File: src/rtl/dbg_frame_capture.sv
// dbg_frame_capture: non-intrusive Avalon-ST debug snooper.
// Waits for a programmable trigger beat, then records up to DEPTH consecutive
// beats (data/sop/eop/empty) into a buffer that is browsed via a registered
// read port.
// Optional build macro: DBG_CAPTURE_TIMESTAMP_EN adds a free-running cycle
// counter, per-entry timestamps and the rd_ts read output.
module dbg_frame_capture #(
    parameter int DW    = 32,
    parameter int EW    = 2,
    parameter int DEPTH = 16,
    parameter int IW    = 17,
    parameter int AW    = $clog2(DEPTH)
) (
    input  logic          sys_clk,
    input  logic          reset_n,
    input  logic          in_valid,
    input  logic          in_ready,
    input  logic [DW-1:0] in_data,
    input  logic          in_sop,
    input  logic          in_eop,
    input  logic [EW-1:0] in_empty,
    input  logic          arm,
    input  logic          clear,
    input  logic          mode,
    input  logic [IW-1:0] sel,
    input  logic          stop_on_eop,
    input  logic [AW-1:0] rd_addr,
    output logic [DW-1:0] rd_data,
    output logic          rd_sop,
    output logic          rd_eop,
    output logic [EW-1:0] rd_empty,
    output logic          rd_valid,
    output logic [1:0]    state,
    output logic [AW:0]   count,
    output logic          trig_hit
`ifdef DBG_CAPTURE_TIMESTAMP_EN
    ,output logic [31:0]  rd_ts
`endif
);

    localparam logic [1:0]    ST_IDLE    = 2'd0;
    localparam logic [1:0]    ST_ARMED   = 2'd1;
    localparam logic [1:0]    ST_CAPTURE = 2'd2;
    localparam logic [1:0]    ST_DONE    = 2'd3;
    localparam logic [AW:0]   FULL_COUNT = (AW+1)'(DEPTH);
    localparam logic [IW-1:0] CNT_MAX    = '1;

    logic [1:0]    r_state;
    logic [AW:0]   r_count;
    logic          r_trigHit;
    logic          r_armQ;
    logic          r_inFrame;
    logic [IW-1:0] r_idxReg;
    logic [IW-1:0] r_frame;
    logic [DEPTH-1:0] r_valid;

    logic [DW-1:0] r_memData  [DEPTH];
    logic          r_memSop   [DEPTH];
    logic          r_memEop   [DEPTH];
    logic [EW-1:0] r_memEmpty [DEPTH];

    logic          w_beat;
    logic          w_armEvent;
    logic [IW-1:0] w_idx;
    logic          w_trigIndex;
    logic          w_trigFrame;
    logic          w_trigger;
    logic          w_write;
    logic [AW-1:0] w_wrAddr;
    logic [AW:0]   w_countNext;
    logic          w_stop;

    assign w_beat      = in_valid & in_ready;
    assign w_armEvent  = arm & ~r_armQ;
    assign w_idx       = in_sop ? '0 : r_idxReg;
    // Beats before the first sop after arm cannot trigger in INDEX mode
    // because their index is not anchored to a frame yet.
    assign w_trigIndex = (r_inFrame | in_sop) && (w_idx == sel);
    assign w_trigFrame = in_sop && (r_frame == sel);
    assign w_trigger   = (r_state == ST_ARMED) && w_beat && (mode ? w_trigFrame : w_trigIndex);
    // Clear and arm both win over a beat arriving in the same cycle.
    assign w_write     = ~clear & ~w_armEvent &
                         (w_trigger | ((r_state == ST_CAPTURE) & w_beat));
    assign w_wrAddr    = (r_state == ST_CAPTURE) ? r_count[AW-1:0] : '0;
    assign w_countNext = (r_state == ST_CAPTURE) ? r_count + (AW+1)'(1) : (AW+1)'(1);
    assign w_stop      = (w_countNext == FULL_COUNT) || (stop_on_eop && in_eop);

    assign state    = r_state;
    assign count    = r_count;
    assign trig_hit = r_trigHit;

    // Capture control: arm edge detect, word/frame tracking and the state machine.
    always_ff @(posedge sys_clk or negedge reset_n) begin
        if (!reset_n) begin
            r_state   <= ST_IDLE;
            r_count   <= '0;
            r_trigHit <= 1'b0;
            r_armQ    <= 1'b0;
            r_inFrame <= 1'b0;
            r_idxReg  <= '0;
            r_frame   <= '0;
            r_valid   <= '0;
        end else begin
            r_armQ <= arm;
            if (clear) begin
                r_state   <= ST_IDLE;
                r_count   <= '0;
                r_trigHit <= 1'b0;
                r_valid   <= '0;
            end else if (w_armEvent) begin
                r_state   <= ST_ARMED;
                r_count   <= '0;
                r_trigHit <= 1'b0;
                r_valid   <= '0;
                r_inFrame <= 1'b0;
                r_idxReg  <= '0;
                r_frame   <= '0;
            end else begin
                if (w_beat) begin
                    r_idxReg <= (w_idx == CNT_MAX) ? CNT_MAX : w_idx + IW'(1);
                    if (in_sop) begin
                        r_inFrame <= 1'b1;
                        if (r_frame != CNT_MAX) begin
                            r_frame <= r_frame + IW'(1);
                        end
                    end
                end
                if (w_write) begin
                    r_valid[w_wrAddr] <= 1'b1;
                    r_count           <= w_countNext;
                    r_state           <= w_stop ? ST_DONE : ST_CAPTURE;
                    if (w_trigger) begin
                        r_trigHit <= 1'b1;
                    end
                end
            end
        end
    end

    // Capture buffer storage; contents survive clear and need no reset.
    always_ff @(posedge sys_clk) begin
        if (w_write) begin
            r_memData[w_wrAddr]  <= in_data;
            r_memSop[w_wrAddr]   <= in_sop;
            r_memEop[w_wrAddr]   <= in_eop;
            r_memEmpty[w_wrAddr] <= in_empty;
        end
    end

    // Registered read port; a same-cycle write is not forwarded.
    always_ff @(posedge sys_clk or negedge reset_n) begin
        if (!reset_n) begin
            rd_data  <= '0;
            rd_sop   <= 1'b0;
            rd_eop   <= 1'b0;
            rd_empty <= '0;
            rd_valid <= 1'b0;
        end else begin
            rd_data  <= r_memData[rd_addr];
            rd_sop   <= r_memSop[rd_addr];
            rd_eop   <= r_memEop[rd_addr];
            rd_empty <= r_memEmpty[rd_addr];
            rd_valid <= r_valid[rd_addr];
        end
    end

`ifdef DBG_CAPTURE_TIMESTAMP_EN
    logic [31:0] r_tsCounter;
    logic [31:0] r_memTs [DEPTH];

    // Free-running cycle counter, untouched by arm and clear.
    always_ff @(posedge sys_clk or negedge reset_n) begin
        if (!reset_n) begin
            r_tsCounter <= '0;
        end else begin
            r_tsCounter <= r_tsCounter + 32'd1;
        end
    end

    // Timestamp storage alongside each captured beat.
    always_ff @(posedge sys_clk) begin
        if (w_write) begin
            r_memTs[w_wrAddr] <= r_tsCounter;
        end
    end

    // Timestamp read output with the same latency as the other rd_* outputs.
    always_ff @(posedge sys_clk or negedge reset_n) begin
        if (!reset_n) begin
            rd_ts <= '0;
        end else begin
            rd_ts <= r_memTs[rd_addr];
        end
    end
`endif

endmodule
File: config.mk
export PLATFORM = sky130hd
export DESIGN_NAME = dbg_frame_capture
export DESIGN_NICKNAME = d
export VERILOG_FILES = /design/src/rtl/dbg_frame_capture.sv
export SDC_FILE = /design/constraint.sdc
export NUM_CORES = 1
export LEC_CHECK = 0
export ABC_AREA = 1
export CAP_MARGIN = 20
export CORE_ASPECT_RATIO = 2
export CORE_UTILIZATION = 65
export DETAILED_ROUTE_END_ITERATION = 12
export PLACE_DENSITY = 0.87
export SLEW_MARGIN = 20
export SYNTH_ARGS = -nofsm -noshare
export SYNTH_HDL_FRONTEND = slang
export SYNTH_SLANG_ARGS = --single-unit
File: constraint.sdc
create_clock -name sys_clk -period 7.3 [get_ports sys_clk]
set_clock_uncertainty 0.1 [all_clocks]
set_input_delay 2.19 -clock sys_clk [delete_from_list [all_inputs] [get_ports sys_clk]]
set_output_delay 2.19 -clock sys_clk [all_outputs]
set_load 0.01 [all_outputs]
# Yosys cells after proc, flatten, opt, wreduce, memory -nomap -nowiden
# Memories as Yosys holds them, arrays and structs flattened. A register that Yosys moved wholly into a read port is not among the register bits.
# Index checks and enable logic that the tools add are counted.
# classes
n_addsub,3
order_cmp,3
n_eq_ne,7
n_mux,34
bitwise_logic,11
reduce_logical,20
# ops
op,count
2-to-1 mux 17 bit,8
2-to-1 mux 16 bit,3
"adder 17 x 1 -> 17 bit, second input constant",2
== test 17 bit,2
2-to-1 mux 5 bit,4
"== test 17 bit, second input constant",1
"inequality test 17 bit, second input constant",1
bitwise OR 16 bit,1
2-to-1 mux 1 bit,13
"< comparator 4 x 5 -> 1 bit, second input constant",2
logical AND 1 bit,6
2-to-1 mux 2 bit,3
nonzero test 2 bit,3
nonzero test 3 bit,2
"adder 5 x 1 -> 5 bit, second input constant",1
bitwise AND 1 bit,5
"== test 5 bit, second input constant",1
binary-select mux 1 bit (select 4 bit),1
demux 1 bit (select 4 bit),1
">= comparator 4 x 1 -> 1 bit, second input constant",1
logical NOT 1 bit,4
2-to-1 mux 4 bit,1
AND reduction 2 bit,2
AND reduction 4 bit,1
6 further kinds,9
# word_totals
reg_bits,61
ram_bits,576
input_bits,65
out_inout_bits,45
word_cells,91
n_memories,4
# mem_list
memory,depth,word_bits,rd,rd_ports_with_merged_regs,wr,line,text
r_memData,16,32,1,1,1,57,logic [DW-1:0] r_memData [DEPTH];
r_memEmpty,16,2,1,1,1,60,logic [EW-1:0] r_memEmpty [DEPTH];
r_memEop,16,1,1,1,1,59,logic r_memEop [DEPTH];
r_memSop,16,1,1,1,1,58,logic r_memSop [DEPTH];

# Longest topological paths before layout
# logic_depth
ltp_word,10
depth_mapped,15
mapped_depth_nobuf,14

# Worst setup path before layout
# OpenSTA, ideal clock, no wires.
# synth_timing
path_kind,input to register
startpoint,input in_sop
endpoint,"memory r_memData[3][0], enable pin"
setup_time_ps,391
arrival_time_ps,4095
required_ps,6809
slack_ps,2714
cell_stages,15
path_cell_list,inv_2 buf_6 nand2_1 nand2_1 o21ai_1 nor2_1 nand3_1 nor2_1 nand2_1 nand2_2 nand2_4 nand2_4 buf_8 nand3_2 inv_1
# synth_via
elab_chain_cells,9
word_cells_on_any_way,11
# synth_rtl
item,line,text
start: declaration,19,"input logic in_sop,"
2-to-1 mux 17 bit,75,assign w_idx = in_sop ? '0 : r_idxReg;
== test 17 bit,78,assign w_trigIndex = (r_inFrame | in_sop) && (w_idx == sel);
logical AND 1 bit,78,
2-to-1 mux 1 bit *,80,assign w_trigger = (r_state == ST_ARMED) && w_beat && (mode ? w_trigFrame : w_trigIndex);
logical AND 1 bit *,80,
bitwise OR 1 bit *,83,(w_trigger | ((r_state == ST_CAPTURE) & w_beat));
bitwise AND 1 bit *,82,assign w_write = ~clear & ~w_armEvent &
2-to-1 mux 1 bit *,142,if (w_write) begin
2-to-1 mux 1 bit (implied by the code) *,143,r_memData[w_wrAddr] <= in_data;
end: declaration,57,
# Mark *: on every way between the ends. The rest lies on a longest branch, timed or not.

# Worst setup path in the final report
# layout_timing
startpoint,input in_sop
endpoint,"memory r_memData[0][7], enable pin"
# Same word-level chain as after synthesis.

==> results.txt <==
The flow ran to the end, and the final reports show no timing, DRC or antenna violations. VDD sags by at most 0.173 mV. Once placement completed, the tool counted placed cells totaling 2,750. The clock latency at the later pin of the worst-skew pair was 600 ps; the layout cell share with drive strength beyond 1 was 0.0710.

The maximum single-stage delay on the critical path was 590 ps. The startpoint type of the worst setup path is an input port. The run gives 0 as the number of setup buffers added after CTS. Across all register-to-register paths, the minimum setup slack is 3990 ps.

The fraction of met1 tracks used by global routing was 0.348; the depth of the most critical reg-to-reg path was 13. Post-cts gate resize count: 0. Adding up every negative setup slack in the final design gives 0 ps.

Setup repair after global routing left no endpoint under its margin. Of all nets on the critical path, the largest fanout is 24. The floorplan step defined a die boundary enclosing 0.0437 mm². Clock net sink count: 673. The cell family contributing the most delay on the critical path was buffers and inverters. For the area of the core, the log shows 0.0420 mm².

Max-cap violations in this run came to 0. Derived from the worst setup path, the maximum achievable clock frequency is 0.183 GHz. Global-route total usage across every layer: 0.318. The initial antenna violation count is 1. During placement, the flow inserted port buffers numbering 109. Final setup violation count: 0. TritonCTS built the clock tree. The run gives 2,849 as the final cell count without fillers. STA classifies the critical path endpoint as a register. The area share of xor/xnor cells in the synthesized design came out at 0.00692. The share of the clock period used by the worst path came out at 0.749. The tools report the total nets after synthesis as 2,251. The die width was 148 µm; the clock transition at the register clock pins on the worst setup and hold paths after CTS was 70 ps. The critical path crosses 16 cells after its start point.

The number of slew-limit violations in the final report is 0, and the overflow left after global routing is 0. In the final design database the tool counted 2,334 nets. The via count of the first global-routing pass was 18,628; the cell area reported after detailed placement was 0.0295 mm². The count of buffer and inverter cells on the critical path is 5, and the internal power consumption is 5.91 mW. For the total CTS buffers, the log shows 53.

The startpoint identified for the worst register-to-register timing path is r_frame[5]. After detailed routing, the number of remaining DRC violations is 0. The H-tree was split into 2 levels. The sequential share of the synthesized area came out at 0.708.

The logs give 11.7 nW for the leakage component of the power and 153 for the maximum number of pins on one net before global-route repair. Tracing the worst setup path back leads to its startpoint at in_sop. The run gives 0.070 as the share of power burned in combinational logic. The net switching component of the power was 1.71 mW; the count of antenna-violating nets left after detailed routing was 0. Measured along the y axis, the die boundary spans 295 µm.

The area fraction in compound gates after synthesis was 0.112. In this run the most used layer during global routing was met2. The tools report the final cell area excluding filler cells as 0.0312 mm². The count of inserted antenna diode cells came out at 0. The clock passes through at most 3 buffers. Switching power share of the total: 0.225. A synthesized cell averages 12.8 µm². The core utilization of the finished layout was 0.741.

The tools report the synthesized netlist cell count as 2,182. Among the stages of the critical path, the cell type that occurs most often is sky130_fd_sc_hd__nand2_1. Data on the critical path arrives at its endpoint at 5660 ps.

The signal on the critical path passes through clkdlybuf4s50_1, buf_4, inv_2, nand2_1, nand2_1, o21ai_0, nor2_1, nand3_1, nor2_1, nand2_1, nand2_2, nand2_4, nand2_4, nand3_1, inv_2, buf_4. Detailed placement ended at an HPWL of 39,600 µm. The first global-routing pass estimated 103,000 µm of wire. Total power for the finished layout comes to 7.63 mW.

Synthesized-area fraction occupied by adder cells: 0.00180. For the critical path required time, the log shows 7490 ps. Classification of the worst-slack hold path: register to register.

Hold repair after CTS inserted 0 buffers. The logs give 0 for the number of warning messages in the yosys log and 6 for the length of the first detailed-routing pass in iterations. The layout has 2,442 filler cells. The via density per instance is 6.33. The slowest stage of the critical path is the sky130_fd_sc_hd__inv_2 cell. Worst-case headroom to the max-slew limit: 0.230.

The routed length per placed instance was 23.7 µm; the synthesized area was 0.0279 mm². The endpoint of the worst register-to-register path was r_memData[0][7]. The number of different library cells used by synthesis comes to 34. End point of the critical path: r_memData[0][7].

The part of the power in the clock network was 0.371. The routed layout has 18,029 vias. For the pin with the worst max-slew slack, the measured transition is 1150 ps.

In this run the clock root is driven by a sky130_fd_sc_hd__clkbuf_16. After synthesis, the largest family of logic cells by area is compound AO/OA/AOI/OAI gates. The area growth from synthesis to final layout is 11.8%.

The starting density of the core is 0.663, and the fraction of power consumed by sequential logic is 0.559. Met3 capacity usage during global routing: 0.0407. The total detailed-routing wirelength was 67,500 µm; the power per standard cell area was 245 mW/mm². The portion of netlist area occupied by mux cells works out to 0.0532. The met2 routing resource usage after global routing is 0.568, and the number of hold violations in the final report is 0.

Hold timing on the final database bottoms out at a slack of 386 ps. The final setup slack of the worst path came out at 1830 ps. The share of synthesized cell area in and, or, nand and nor gates is 0.0663. The global placement routability congestion came out at 0.953.

The setup path with the least slack is of type input port to register. The logs give 106 for the row count and 110 for the I/O pin count. The final critical delay including setup and external delays was 5470 ps.

For this block, the initial DRC count from the detailed router was 1,925. For the post-placement worst setup slack, the log shows 1290 ps. The flip-flop and latch count after synthesis came out at 673.
## state kept, by name (all words and copies together) (netlist names), 2 cells and up
| name | flops |
|---|---|
| rd_empty | 2 |
| r_memEmpty | 32 |
| r_frame | 17 |
| count | 5 |
| rd_data | 32 |
| r_valid | 16 |
| r_memEop | 16 |
| r_idxReg | 17 |
| r_memData | 512 |
| r_memSop | 16 |
| state | 2 |
## cells in the final DEF (no fill, tap or decap), types with 6 or more instances in the layout
cell type	n
sky130_fd_sc_hd__buf_12	6
sky130_fd_sc_hd__clkbuf_16	54
sky130_fd_sc_hd__nand4_1	11
sky130_fd_sc_hd__o21ai_1	15
sky130_fd_sc_hd__inv_1	230
sky130_fd_sc_hd__nand3_2	8
sky130_fd_sc_hd__clkbuf_1	18
sky130_fd_sc_hd__clkinv_2	6
sky130_fd_sc_hd__nor3_1	11
sky130_fd_sc_hd__buf_4	33
sky130_fd_sc_hd__nand2_1	222
sky130_fd_sc_hd__a21oi_1	161
sky130_fd_sc_hd__xor2_1	21
sky130_fd_sc_hd__nand3_1	73
sky130_fd_sc_hd__nand2_2	10
sky130_fd_sc_hd__clkbuf_8	6
sky130_fd_sc_hd__dfrtp_1	97
sky130_fd_sc_hd__clkinv_1	6
sky130_fd_sc_hd__o211ai_1	148
sky130_fd_sc_hd__o21ai_0	222
sky130_fd_sc_hd__clkdlybuf4s50_1	104
sky130_fd_sc_hd__nor2_1	67
sky130_fd_sc_hd__mux2i_1	148
sky130_fd_sc_hd__inv_2	21
sky130_fd_sc_hd__edfxtp_1	576
## power groups by stage
stage	logic [mW]	registers (mW)	clock network, mW
finish	0.534	4.26	2.83
global route	0.580	4.26	2.96
CTS	0.532	4.26	2.84
detailed placement	0.523	4.34	0
global placement	0.504	4.34	0
floorplan	0.280	4.34	0
## routing by layer
layer  vias up  share of wire
li1       7985              -
met1      8666           0.32
met2      1076           0.53
met3       300          0.070
met4         2          0.071
met5         -        0.00019
## cell usage after synthesis
master / count / area, µm²
sky130_fd_sc_hd__a21oi_1: 161 / 806
sky130_fd_sc_hd__a31oi_1: 2 / 12.5
sky130_fd_sc_hd__buf_1: 3 / 11.3
sky130_fd_sc_hd__buf_2: 21 / 105
sky130_fd_sc_hd__buf_6: 2 / 22.5
sky130_fd_sc_hd__buf_8: 1 / 15.0
sky130_fd_sc_hd__clkbuf_1: 90 / 338
sky130_fd_sc_hd__dfrtp_1: 97 / 2430
sky130_fd_sc_hd__edfxtp_1: 576 / 17300
sky130_fd_sc_hd__ha_1: 4 / 50.1
sky130_fd_sc_hd__inv_1: 246 / 923
sky130_fd_sc_hd__inv_2: 6 / 22.5
sky130_fd_sc_hd__mux2i_1: 148 / 1480
sky130_fd_sc_hd__nand2_1: 222 / 833
sky130_fd_sc_hd__nand2_2: 10 / 62.6
sky130_fd_sc_hd__nand2_4: 3 / 33.8
sky130_fd_sc_hd__nand3_1: 73 / 365
sky130_fd_sc_hd__nand3_2: 8 / 80.1
sky130_fd_sc_hd__nand3b_1: 2 / 15.0
sky130_fd_sc_hd__nand4_1: 11 / 68.8
sky130_fd_sc_hd__nand4_2: 1 / 12.5
sky130_fd_sc_hd__nor2_1: 68 / 255
sky130_fd_sc_hd__nor2_2: 1 / 6.26
sky130_fd_sc_hd__nor3_1: 11 / 55.1
sky130_fd_sc_hd__nor3_2: 1 / 10.0
sky130_fd_sc_hd__nor3_4: 1 / 16.3
sky130_fd_sc_hd__nor4_1: 4 / 25.0
sky130_fd_sc_hd__o211ai_1: 148 / 1110
sky130_fd_sc_hd__o21ai_0: 222 / 1110
sky130_fd_sc_hd__o21ai_1: 15 / 75.1
sky130_fd_sc_hd__o31ai_1: 1 / 7.51
sky130_fd_sc_hd__or2_0: 1 / 6.26
sky130_fd_sc_hd__xnor2_1: 1 / 8.76
sky130_fd_sc_hd__xor2_1: 21 / 184
## worst register-to-register path, cell delays in order (launching register included)
cell                      delay [ps]
sky130_fd_sc_hd__dfrtp_1         540
sky130_fd_sc_hd__inv_1           100
sky130_fd_sc_hd__nand2_1          80
sky130_fd_sc_hd__nand2_1          60
sky130_fd_sc_hd__nor2_1           90
sky130_fd_sc_hd__nand2_1          50
sky130_fd_sc_hd__nor2_1          100
sky130_fd_sc_hd__nand3_1         170
sky130_fd_sc_hd__a21oi_1         260
sky130_fd_sc_hd__nand2_4         140
sky130_fd_sc_hd__nand2_4         240
sky130_fd_sc_hd__nand3_1         180
sky130_fd_sc_hd__inv_2           590
sky130_fd_sc_hd__buf_4           310
## cell type report
class | count | area (µm²) | area share
Sequential cell | 673 | 19700 | 0.633
Clock inverter | 21 | 181 | 0.00582
Tap cell | 540 | 676 | 0.0217
Inverter | 252 | 948 | 0.0304
Clock buffer | 78 | 1500 | 0.0482
Timing Repair Buffer | 145 | 1430 | 0.0459
Multi-Input combinational cell | 1140 | 6700 | 0.215
## kinds of logic after synthesis
kind of cell,count (synthesis)
buffers and inverters,369
flip-flops,673
AO/OA/AOI/OAI,549
XOR/XNOR,22
adder cells (fa/ha/maj),4
multiplexers,148
AND/OR/NAND/NOR,417
## how the worst min path moves through the flow
stage | from | end | slack (ps) | cells after the start
floorplan | r_valid[4] | r_valid[4] | 340 | 2
global placement | r_valid[4] | r_valid[4] | 360 | 2
detailed placement | r_valid[5] | r_valid[5] | 370 | 2
CTS | r_valid[5] | r_valid[5] | 390 | 2
global route | r_valid[6] | r_valid[6] | 400 | 2
finish | r_valid[8] | r_valid[8] | 390 | 2
No activity file was read; power rests on OpenSTA's default activity.
